[config.mk]
export PLATFORM = sky130hd
export DESIGN_NAME = crack_sequencer
export DESIGN_NICKNAME = d
export VERILOG_FILES = /design/src/rtl/crack_sequencer_pkg.sv /design/src/rtl/crack_classify.sv /design/src/rtl/crack_sequencer.sv
export SDC_FILE = /design/constraint.sdc
export NUM_CORES = 1
export LEC_CHECK = 0
export BUFFER_PORTS_ARGS = -buffer_cell sky130_fd_sc_hd__buf_2
export CELL_PAD_IN_SITES_DETAIL_PLACEMENT = 0
export CELL_PAD_IN_SITES_GLOBAL_PLACEMENT = 1
export CORE_ASPECT_RATIO = 0.8
export CORE_MARGIN = 2
export CORE_UTILIZATION = 35
export CTS_CLUSTER_DIAMETER = 80
export DETAILED_ROUTE_END_ITERATION = 10
export PLACE_DENSITY_LB_ADDON = 0.12
export SYNTH_ARGS = -nofsm -noshare
export SYNTH_HDL_FRONTEND = slang
export SYNTH_SLANG_ARGS = --single-unit
[constraint.sdc]
create_clock -name clk -period 4.3 [get_ports clk]
set_clock_uncertainty 0.05 [all_clocks]
set_input_delay 0.215 -clock clk [delete_from_list [all_inputs] [get_ports clk]]
set_output_delay 0.215 -clock clk [all_outputs]
set_load 0.05 [all_outputs]
[src/rtl/crack_sequencer_pkg.sv]
// crack_sequencer_pkg: crack-kind encodings, opcode/XO constants and field slices for the crack sequencer.
package crack_sequencer_pkg;
  typedef enum logic [1:0] {K_PASS = 2'd0, K_UPDATE = 2'd1, K_MULTI = 2'd2, K_RSVD = 2'd3} kind_e;
  typedef enum logic {IDLE = 1'b0, ISSUE = 1'b1} state_e;
  localparam logic [5:0] OP_X    = 6'd31;
  localparam logic [5:0] OP_LWZU = 6'd33;
  localparam logic [5:0] OP_LBZU = 6'd35;
  localparam logic [5:0] OP_STWU = 6'd37;
  localparam logic [5:0] OP_STBU = 6'd39;
  localparam logic [5:0] OP_LHZU = 6'd41;
  localparam logic [5:0] OP_LHAU = 6'd43;
  localparam logic [5:0] OP_STHU = 6'd45;
  localparam logic [5:0] OP_LMW  = 6'd46;
  localparam logic [5:0] OP_STMW = 6'd47;
  localparam logic [5:0] OP_LDU  = 6'd58;
  localparam logic [5:0] OP_STDU = 6'd62;
  localparam logic [9:0] XO_LDUX  = 10'd53;
  localparam logic [9:0] XO_LWZUX = 10'd55;
  localparam logic [9:0] XO_LBZUX = 10'd119;
  localparam logic [9:0] XO_STDUX = 10'd181;
  localparam logic [9:0] XO_STWUX = 10'd183;
  localparam logic [9:0] XO_STBUX = 10'd247;
  localparam logic [9:0] XO_LHZUX = 10'd311;
  localparam logic [9:0] XO_LWAUX = 10'd373;
  localparam logic [9:0] XO_LHAUX = 10'd375;
  localparam logic [9:0] XO_STHUX = 10'd439;
  localparam logic [1:0] DS_UPD   = 2'b01;
  // IBM bit numbering: bit 0 is the MSB, so instr[0:5] is [31:26] here
  function automatic logic [5:0] op_of(input logic [31:0] i);
    return i[31:26];
  endfunction
  function automatic logic [4:0] rt_of(input logic [31:0] i);
    return i[25:21];
  endfunction
  function automatic logic [4:0] ra_of(input logic [31:0] i);
    return i[20:16];
  endfunction
  function automatic logic [9:0] xo_of(input logic [31:0] i);
    return i[10:1];
  endfunction
endpackage

[src/rtl/crack_classify.sv]
// crack_classify: combinational decode of an instruction into crack kind, RT and illegal-form flag.
// Illegal-form checking is enabled by CRACK_ILLEGAL_CHK_EN.
module crack_classify
  import crack_sequencer_pkg::*;
(
  input  logic [31:0] instr,
  output logic [1:0]  kind,
  output logic [4:0]  rt,
  output logic        illegal
);
  logic [5:0] op;
  logic [9:0] xo;
  logic [4:0] ra;
  logic       ds_upd, upd_ld, upd, multi;
  logic       unused_d;
  assign op       = op_of(instr);
  assign xo       = xo_of(instr);
  assign rt       = rt_of(instr);
  assign ra       = ra_of(instr);
  assign ds_upd   = instr[1:0] == DS_UPD;
  assign unused_d = ^instr[15:11];
  assign upd_ld = (op inside {OP_LWZU, OP_LBZU, OP_LHZU, OP_LHAU}) || (op == OP_LDU && ds_upd) ||
                  (op == OP_X && (xo inside {XO_LWZUX, XO_LBZUX, XO_LHZUX, XO_LHAUX, XO_LDUX, XO_LWAUX}));
  assign upd = upd_ld || (op inside {OP_STWU, OP_STBU, OP_STHU}) || (op == OP_STDU && ds_upd) ||
               (op == OP_X && (xo inside {XO_STWUX, XO_STBUX, XO_STHUX, XO_STDUX}));
  assign multi = op == OP_LMW || op == OP_STMW;
`ifdef CRACK_ILLEGAL_CHK_EN
  assign illegal = (upd && (ra == 5'd0 || (upd_ld && ra == rt))) || (multi && ra != 5'd0 && ra >= rt);
`else
  logic unused_ra;
  assign unused_ra = ^ra;
  assign illegal   = 1'b0;
`endif
  // an illegal form issues as one PASS slot so decode can raise the exception
  assign kind = illegal ? K_PASS : upd ? K_UPDATE : multi ? K_MULTI : K_PASS;
endmodule

[src/rtl/crack_sequencer.sv]
// crack_sequencer: holds one fetched instruction and issues its micro-op slots to decode.
// Optional CRACK_ILLEGAL_CHK_EN turns on illegal-form detection inside crack_classify.
module crack_sequencer
  import crack_sequencer_pkg::*;
#(
  parameter int PC_WIDTH    = 32,
  parameter int INSTR_WIDTH = 32
) (
  input  logic                   clk,
  input  logic                   rst_n,
  input  logic                   flush,
  input  logic                   in_valid,
  output logic                   in_ready,
  input  logic [PC_WIDTH-1:0]    in_pc,
  input  logic [INSTR_WIDTH-1:0] in_instr,
  output logic                   out_valid,
  input  logic                   out_ready,
  output logic [PC_WIDTH-1:0]    out_pc,
  output logic [INSTR_WIDTH-1:0] out_instr,
  output logic [1:0]             out_kind,
  output logic [4:0]             out_step,
  output logic                   out_first,
  output logic                   out_last,
  output logic                   out_illegal,
  output logic                   fetch_hold
);
  state_e     state, state_nx;
  logic [1:0] c_kind;
  logic [4:0] c_rt, rt_q;
  logic       c_ill, fire, accept;
  crack_classify u_classify (
    .instr   (in_instr[31:0]),
    .kind    (c_kind),
    .rt      (c_rt),
    .illegal (c_ill)
  );
  // RT+step never exceeds 31 for a legal schedule, so a 6-bit sum compare is exact
  assign out_last = out_kind == K_UPDATE ? out_step == 5'd1 :
                    out_kind == K_MULTI  ? ({1'b0, rt_q} + {1'b0, out_step}) == 6'd31 : 1'b1;
  assign out_first  = out_step == 5'd0;
  assign out_valid  = state == ISSUE && !flush;
  assign fire       = out_valid && out_ready;
  assign in_ready   = !flush && (state == IDLE || (fire && out_last));
  assign accept     = in_valid && in_ready;
  assign fetch_hold = !in_ready;
  always_comb begin
    state_nx = state;
    state_nx = flush ? IDLE : accept ? ISSUE : (fire && out_last) ? IDLE : state;
  end
  always_ff @(posedge clk or negedge rst_n)
    if (!rst_n) state <= IDLE;
    else state <= state_nx;
  always_ff @(posedge clk or negedge rst_n)
    if (!rst_n) begin
      out_pc      <= '0;
      out_instr   <= '0;
      out_kind    <= K_PASS;
      out_step    <= '0;
      out_illegal <= 1'b0;
      rt_q        <= '0;
    end else if (flush) begin
      out_step <= '0;
    end else if (accept) begin
      out_pc      <= in_pc;
      out_instr   <= in_instr;
      out_kind    <= c_kind;
      out_step    <= '0;
      out_illegal <= c_ill;
      rt_q        <= c_rt;
    end else if (fire) begin
      out_step <= out_last ? 5'd0 : out_step + 5'd1;
    end
endmodule

=== Yosys cells after proc, flatten, opt, wreduce, memory -nomap -nowiden ===
Cells that the tools add are included.

* Add/sub/neg operators: 2
* Equality and inequality tests: 27
* Mux-type cells: 11
* Bitwise operators: 2
* Reductions and logical operators: 26

{| class="wikitable"
|+ Operator list
! operator !! count
|-
| 6-bit equality test, second input constant || 11
|-
| 10-bit by 9-bit equality test with 1-bit output, second input constant || 4
|-
| 10-bit by 8-bit equality test with 1-bit output, second input constant || 3
|-
| 10-bit by 6-bit equality test with 1-bit output, second input constant || 2
|-
| 5-bit 2-to-1 mux || 4
|-
| 6-bit by 5-bit equality test with 1-bit output, second input constant || 2
|-
| 10-bit by 7-bit equality test with 1-bit output, second input constant || 1
|-
| 1-bit logical AND || 9
|-
| 3-bit nonzero test || 3
|-
| 4-bit nonzero test || 2
|-
| 1-bit logical OR || 7
|-
| 5-bit by 5-bit adder with 6-bit output || 1
|-
| 6-bit nonzero test || 1
|-
| 5-bit by 1-bit adder with 5-bit output, second input constant || 1
|-
| 5-bit by 1-bit equality test with 1-bit output, second input constant || 1
|-
| 5-bit zero test || 1
|-
| 1-bit 2-to-1 mux || 5
|-
| 2-bit by 1-bit equality test with 1-bit output, second input constant || 2
|-
| 2-bit 2-to-1 mux || 2
|-
| 2-bit equality test, second input constant || 1
|-
| 1-bit zero test || 2
|-
| 1-bit inverter || 2
|-
| 2-bit AND reduction || 1
|}

* Bits in registers: 77
* Bits of input ports: 69
* Output and inout bits: 77
* Logic and storage cells: 74

=== Depth between registers and ports, before layout ===
* Depth in word-level cells: 10
* Depth in mapped cells: 10
* Mapped depth without buffers: 8

=== By module ===
From an unflattened synthesis, not the netlist that was laid out.

* Cell total of the unflattened synthesis: 245
* Area total of the unflattened synthesis: 3749.8 um^2

{| class="wikitable"
|+ Modules (own cells, without submodules)
! module !! instances !! cells an instance !! area each (um^2) !! sequential area each (um^2)
|-
| crack_sequencer || 1 || 221 || 3574.7 || 1951.9
|-
| crack_classify || 1 || 24 || 175.2 || 0.0
|}

=== Worst setup path before layout ===
OpenSTA, ideal clock, no wires.

* Path type: reg-to-reg
* Start: register out_step[0]
* End: register out_step[2]
* Setup time: 0.125 ns
* Arrival: 3.928 ns
* Data required time: 4.125 ns
* Setup slack: 0.197 ns
* Stages on the path, launching flop included: 9
* Path buffers: 0
* Clock period less this slack: 4.103 ns
* Cells stage by stage: dfrtp_1 -> ha_1 -> inv_1 -> fa_1 -> nor3b_1 -> a31oi_1 -> nor4_1 -> and2_1 -> nor4_1

* Cells in the longest elaborated chain, start to end: 10
* Elaborated cells between the ends (all ways): 15
* Those cells by class: add/sub: 2; eq/ne: 2; mux: 6; reduce/logical: 5

{| class="wikitable"
|+ RTL lines
! element !! RTL line !! RTL
|-
| from (decl) || crack_sequencer.sv:21 || <nowiki>output logic [4:0] out_step,</nowiki>
|-
| from (signal assigned) || crack_sequencer.sv:71 || <nowiki>out_step <= out_last ? 5'd0 : out_step + 5'd1;</nowiki>
|-
| 5-bit by 5-bit adder with 6-bit output || crack_sequencer.sv:39 || <nowiki>out_kind == K_MULTI ? ({1'b0, rt_q} + {1'b0, out_step}) == 6'd31 : 1'b1;</nowiki>
|-
| 6-bit by 5-bit equality test with 1-bit output || crack_sequencer.sv:39 ||
|-
| 1-bit 2-to-1 mux || crack_sequencer.sv:39 ||
|-
| 1-bit 2-to-1 mux * || crack_sequencer.sv:38 || <nowiki>assign out_last = out_kind == K_UPDATE ? out_step == 5'd1 :</nowiki>
|-
| net out_last || crack_sequencer.sv:23 || <nowiki>output logic out_last,</nowiki>
|-
| 1-bit logical AND || crack_sequencer.sv:43 || <nowiki>assign in_ready = !flush && (state == IDLE || (fire && out_last));</nowiki>
|-
| 1-bit logical OR || crack_sequencer.sv:43 ||
|-
| 1-bit logical AND || crack_sequencer.sv:43 ||
|-
| 1-bit logical AND || crack_sequencer.sv:44 || <nowiki>assign accept = in_valid && in_ready;</nowiki>
|-
| 5-bit 2-to-1 mux || crack_sequencer.sv:63 || <nowiki>end else if (accept) begin</nowiki>
|-
| 5-bit 2-to-1 mux || crack_sequencer.sv:61 || <nowiki>end else if (flush) begin</nowiki>
|}

The timed path passes the listed nets; every way through them passes the cells marked *. The select of a mux whose other input is x is not followed.
A chain may end at the register's enable or synchronous reset.

=== Final worst setup path ===
* Start: register out_step[0]
* End: register out_pc[31]

* Cells in the longest elaborated chain, start to end: 9
* Elaborated cells between the ends (all ways): 10
* Those cells by class: add/sub: 1; eq/ne: 2; mux: 2; reduce/logical: 5

{| class="wikitable"
|+ RTL lines
! element !! RTL line !! RTL
|-
| 5-bit by 5-bit adder with 6-bit output || crack_sequencer.sv:39 ||
|-
| 6-bit by 5-bit equality test with 1-bit output || crack_sequencer.sv:39 ||
|-
| 1-bit 2-to-1 mux || crack_sequencer.sv:39 ||
|-
| 1-bit 2-to-1 mux * || crack_sequencer.sv:38 ||
|-
| 1-bit logical AND * || crack_sequencer.sv:43 ||
|-
| 1-bit logical OR * || crack_sequencer.sv:43 ||
|-
| 1-bit logical AND * || crack_sequencer.sv:43 ||
|-
| 1-bit logical AND * || crack_sequencer.sv:44 ||
|-
| 2-bit AND reduction (no line) * || n/a ||
|-
| to (signal assigned) || crack_sequencer.sv:64 || <nowiki>out_pc <= in_pc;</nowiki>
|-
| to (decl) || crack_sequencer.sv:18 || <nowiki>output logic [PC_WIDTH-1:0] out_pc,</nowiki>
|}

Mark *: on every way between the ends. The rest lies on a longest branch, timed or not.

==> metrics.md <==
| Metric | Value |
|---|---|
| Vias per cell | 4.70 |
| Height of the die | a little over 90 um |
| DIE WIDTH | ~110 um |
| Clock root buffer | sky130_fd_sc_hd__clkbuf_16 |
| Path type of the worst min-delay path | primary input to asynchronous set/reset pin |
| Slew Viols, Final | 0 |
| Final Hold Slack | -0.0200 ns |
| Post-synthesis area per instance | roughly 15 sq um |
| Cell with the biggest individual delay on the critical path | sky130_fd_sc_hd__o21ai_4 |
| Type of destination of the critical path | flop |
| Number of storage elements in the synthesis netlist | 72 |
| WL final | roughly 7500 um |
| Number of placed instances, taps included | 482 |
| Critical path type | flop to flop |
| Hold bufs inserted after CTS | 0 |
| Total routing resource utilization after global routing | approximately 15% |
| Placed cell areas | between 4000 and 5000 sq um |
| Most used flip-flop cell after synthesis | sky130_fd_sc_hd__dfrtp_1 |
| Die Outline Area | between 10000 and 15000 sq um |
| Ys async rst share | between 90% and 100% |
| Final routed DRC violation total | 0 |
| Total number of cells along the worst setup path | 9 |
| Worst path cell trace | ha_1 > inv_1 > fa_1 > nand2b_1 > nand3_1 > nor3_2 > o21ai_4 > buf_4 > mux2_4 |
| Sum of buffers and inverters on the critical path | 2 |
| Cell area after synthesis | approximately 3300 sq um |
| Vias in the first global route | 2368 |
| Antenna diode instance count | 0 |
| FF-to-FF End | out_pc[31] |
| Setup-violating endpoint count in the final report | 0 |
| Final net count | approximately 460 |
| Worst reg-to-reg path cell count | 9 |
| Clock-pin slew of the registers on the worst-case setup and hold paths | roughly 0.05 ns |
| Status | complete, but fails checks |
| Number of buffers inserted during clock tree synthesis | 9 |
| Worst Max-Slew Pin Slew | 1.07 ns |
| Count of nets left with antenna violations after detail routing | 0 |
| Layout cells sized above 1 | about three fifths |
| EDFF count, synth | 0 |
| DR vias | roughly 2300 |
| Net count after synthesis | 307 |
| Filler instances | 854 |
| Unique cell type count in the Yosys netlist | 43 |
| Worst setup path end | out_pc[31] |
| Maximum operating frequency | about 300 MHz |
| Post-route cell area | approximately 4500 sq um |
| Detailed-route wire length per cell | approximately 15 um |
| Dpl hpwl | around 5500 um |
| Cell class contributing the biggest share of worst-path delay | compound AO/OA/AOI/OAI gates |
| Number of I/O port buffers | roughly 140 |
| Synthesis warning total | 0 |
| Total global routing overflow | 0 |
| Number of antenna violations at the first check in global routing | 0 |
| Top fanout value on the critical path | 31 |
| Arrival time of data at the critical path endpoint | around 3.5 ns |
| Post-CTS setup buffers | 0 |
| Wire length of the first global-routing pass | between 10000 and 15000 um |
| Setup repair after global routing missed its margin | false |
| Nature of the critical path startpoint | flop |
| Max capacitance violation total | 0 |
| Clk buf depth | 2 |
| Clock period minus final worst setup slack | around 3.3 ns |
| Power density relative to cell area | ~530 nW/um^2 |
| Largest net degree at the start of global routing | 73 |
| RD Place Congestion | ~0.75 |
| Clock tree from TritonCTS | yes |
| LEAKAGE | between 2 and 2.5 nW |
| R2R Setup Slk | slightly below 1 ns |
| Critical path data required time | ~4.5 ns |
| Core area | 9150 sq um |
| Worst setup path startpoint | out_step[0] |
| Gate Count Post-Synth | 229 |
| Register area share after synthesis | between 50% and 60% |
| # rows | 31 |
| Iteration-0 DRC Markers | 84 |
| CTS resizes | 0 |
| Clock sinks | 72 |
| Drt pass-1 iters | 4 |
| IO Count | 146 |
| Count of non-filler cells in the finished layout | approximately 500 |
| Initial standard-cell utilization of the core | roughly 37% |
| IR Drop Worst-Case VDD | 0.259 mV |
| Final period util | 77.2% |
| Slew headroom | ~28% |
| Clk_lat worst skew | 0.33 ns |
| Delay of the slowest cell on the worst path | between 0.8 and 0.9 ns |
| H-Tree Depth | 3 |
| Area growth syn-to-layout | 33.1% |
| Setup Total Neg Slack | 0 ns |
| Violated checks | hold timing |
| FF-to-FF Start | out_step[0] |
| Hold Fails Final Rpt | between 40 and 50 |
sequential cells by signal, indices dropped and copies added (netlist names):
register and count:
state 1, out_pc 32, out_kind 2, out_instr 32, out_step 5
layout make-up:
type                    count  area [sq um]  area share [%]
repair buffers            147           746            16.8
inverters                   4          15.0           0.337
clock inverters             3          42.5           0.956
multi-input cells         144          1460            32.8
clock buffers              13           240            5.40
flip-flops and latches     72          1800            40.5
well taps                 115           144            3.23
Yosys cell counts (2+ instances only):
library cell                count  area [sq um]
sky130_fd_sc_hd__o21ai_0        5          25.0
sky130_fd_sc_hd__inv_1          4          15.0
sky130_fd_sc_hd__mux2_4        39           586
sky130_fd_sc_hd__o2111ai_1      2          17.5
sky130_fd_sc_hd__ha_1           8           100
sky130_fd_sc_hd__nor2b_1        3          18.8
sky130_fd_sc_hd__nor2_1         6          22.5
sky130_fd_sc_hd__buf_6          5          56.3
sky130_fd_sc_hd__mux2_2        26           293
sky130_fd_sc_hd__nor4_1         4          25.0
sky130_fd_sc_hd__or2_2          2          12.5
sky130_fd_sc_hd__o21ai_1        2          10.0
sky130_fd_sc_hd__nand2b_1       6          37.5
sky130_fd_sc_hd__nand2_1        6          22.5
sky130_fd_sc_hd__nor3_1         3          15.0
sky130_fd_sc_hd__and2_1         2          12.5
sky130_fd_sc_hd__nor3b_1        2          15.0
sky130_fd_sc_hd__buf_2          2          10.0
sky130_fd_sc_hd__xor2_1         2          17.5
sky130_fd_sc_hd__nand3_1        5          25.0
sky130_fd_sc_hd__and3_1         2          12.5
sky130_fd_sc_hd__dfrtp_1       72          1800
layer usage:
metal  track usage [%]  vias up  routed length [um]
met4              4.57        0                  72
met1              20.4     1123                3550
met2              22.9       92                3210
li1                  -     1116                   -
met3              6.74        8                 677
met5                 0        -                   0
worst min-delay path by stage:
stage | startpoint | to | slack (ns) | depth (start not counted)
after global routing | in_pc[23] | out_pc[23] | 0.06 | 2
after detailed placement | rst_n | out_pc[15] | 0.37 | 1
after global placement | rst_n | out_pc[6] | 0.37 | 1
final | rst_n | out_pc[15] | -0.02 | 1
after floorplan | rst_n | out_instr[0] | -0.13 | 0
after CTS | rst_n | out_instr[24] | 0.02 | 1
power by group:
part           leakage [nW]  internal, W  total (W)  switching, W
combinational          1.28     0.000247   0.000805      0.000557
sequential            0.861     0.000789   0.000848     0.0000594
clock                 0.134     0.000449   0.000717      0.000268
total                  2.27      0.00149    0.00237      0.000885
cells in the final DEF, fill, tap and decap left out, types with 2 or more instances in the layout:
| cell | n |
|---|---|
| sky130_fd_sc_hd__nand2_1 | 6 |
| sky130_fd_sc_hd__buf_2 | 143 |
| sky130_fd_sc_hd__nor2b_1 | 3 |
| sky130_fd_sc_hd__buf_4 | 4 |
| sky130_fd_sc_hd__mux2_4 | 39 |
| sky130_fd_sc_hd__nor3b_1 | 2 |
| sky130_fd_sc_hd__clkbuf_16 | 9 |
| sky130_fd_sc_hd__nand2b_1 | 6 |
| sky130_fd_sc_hd__and2_1 | 2 |
| sky130_fd_sc_hd__nor3_1 | 3 |
| sky130_fd_sc_hd__or2_2 | 2 |
| sky130_fd_sc_hd__xor2_1 | 2 |
| sky130_fd_sc_hd__o21ai_0 | 5 |
| sky130_fd_sc_hd__nand3_1 | 5 |
| sky130_fd_sc_hd__clkbuf_1 | 4 |
| sky130_fd_sc_hd__o2111ai_1 | 2 |
| sky130_fd_sc_hd__nor4_1 | 4 |
| sky130_fd_sc_hd__mux2_2 | 26 |
| sky130_fd_sc_hd__inv_1 | 4 |
| sky130_fd_sc_hd__nor2_1 | 6 |
| sky130_fd_sc_hd__ha_1 | 8 |
| sky130_fd_sc_hd__and3_1 | 2 |
| sky130_fd_sc_hd__dfrtp_1 | 72 |
cell families (layout without fill, tap and decap cells):
kind of cell / count (synthesis) / count (layout) / synth area share (%)
AO/OA/AOI/OAI: 19 / 19 / 4.12
XOR/XNOR: 3 / 3 / 0.786
adder cells (fa/ha/maj): 9 / 9 / 3.59
buffers and inverters: 13 / 167 / 2.77
multiplexers: 65 / 65 / 26.3
other: 1 / 1 / 0.112
AND/OR/NAND/NOR: 47 / 47 / 8.49
flip-flops: 72 / 72 / 53.9
metrics by stage:
stage | setup slack (ns) | hold slack [ns] | power, W | util, %
after floorplan | 0.197 | -0.131 | 0.00147 | -
after global placement | 1.02 | 0.367 | 0.00167 | 45.5
after detailed placement | 0.940 | 0.374 | 0.00167 | 45.5
after CTS | 0.918 | 0.0243 | 0.00240 | 48.6
after global routing | 0.745 | 0.0565 | 0.00248 | 48.6
final | 0.979 | -0.0200 | 0.00237 | 48.6
No activity file was read; power rests on OpenSTA's default activity.
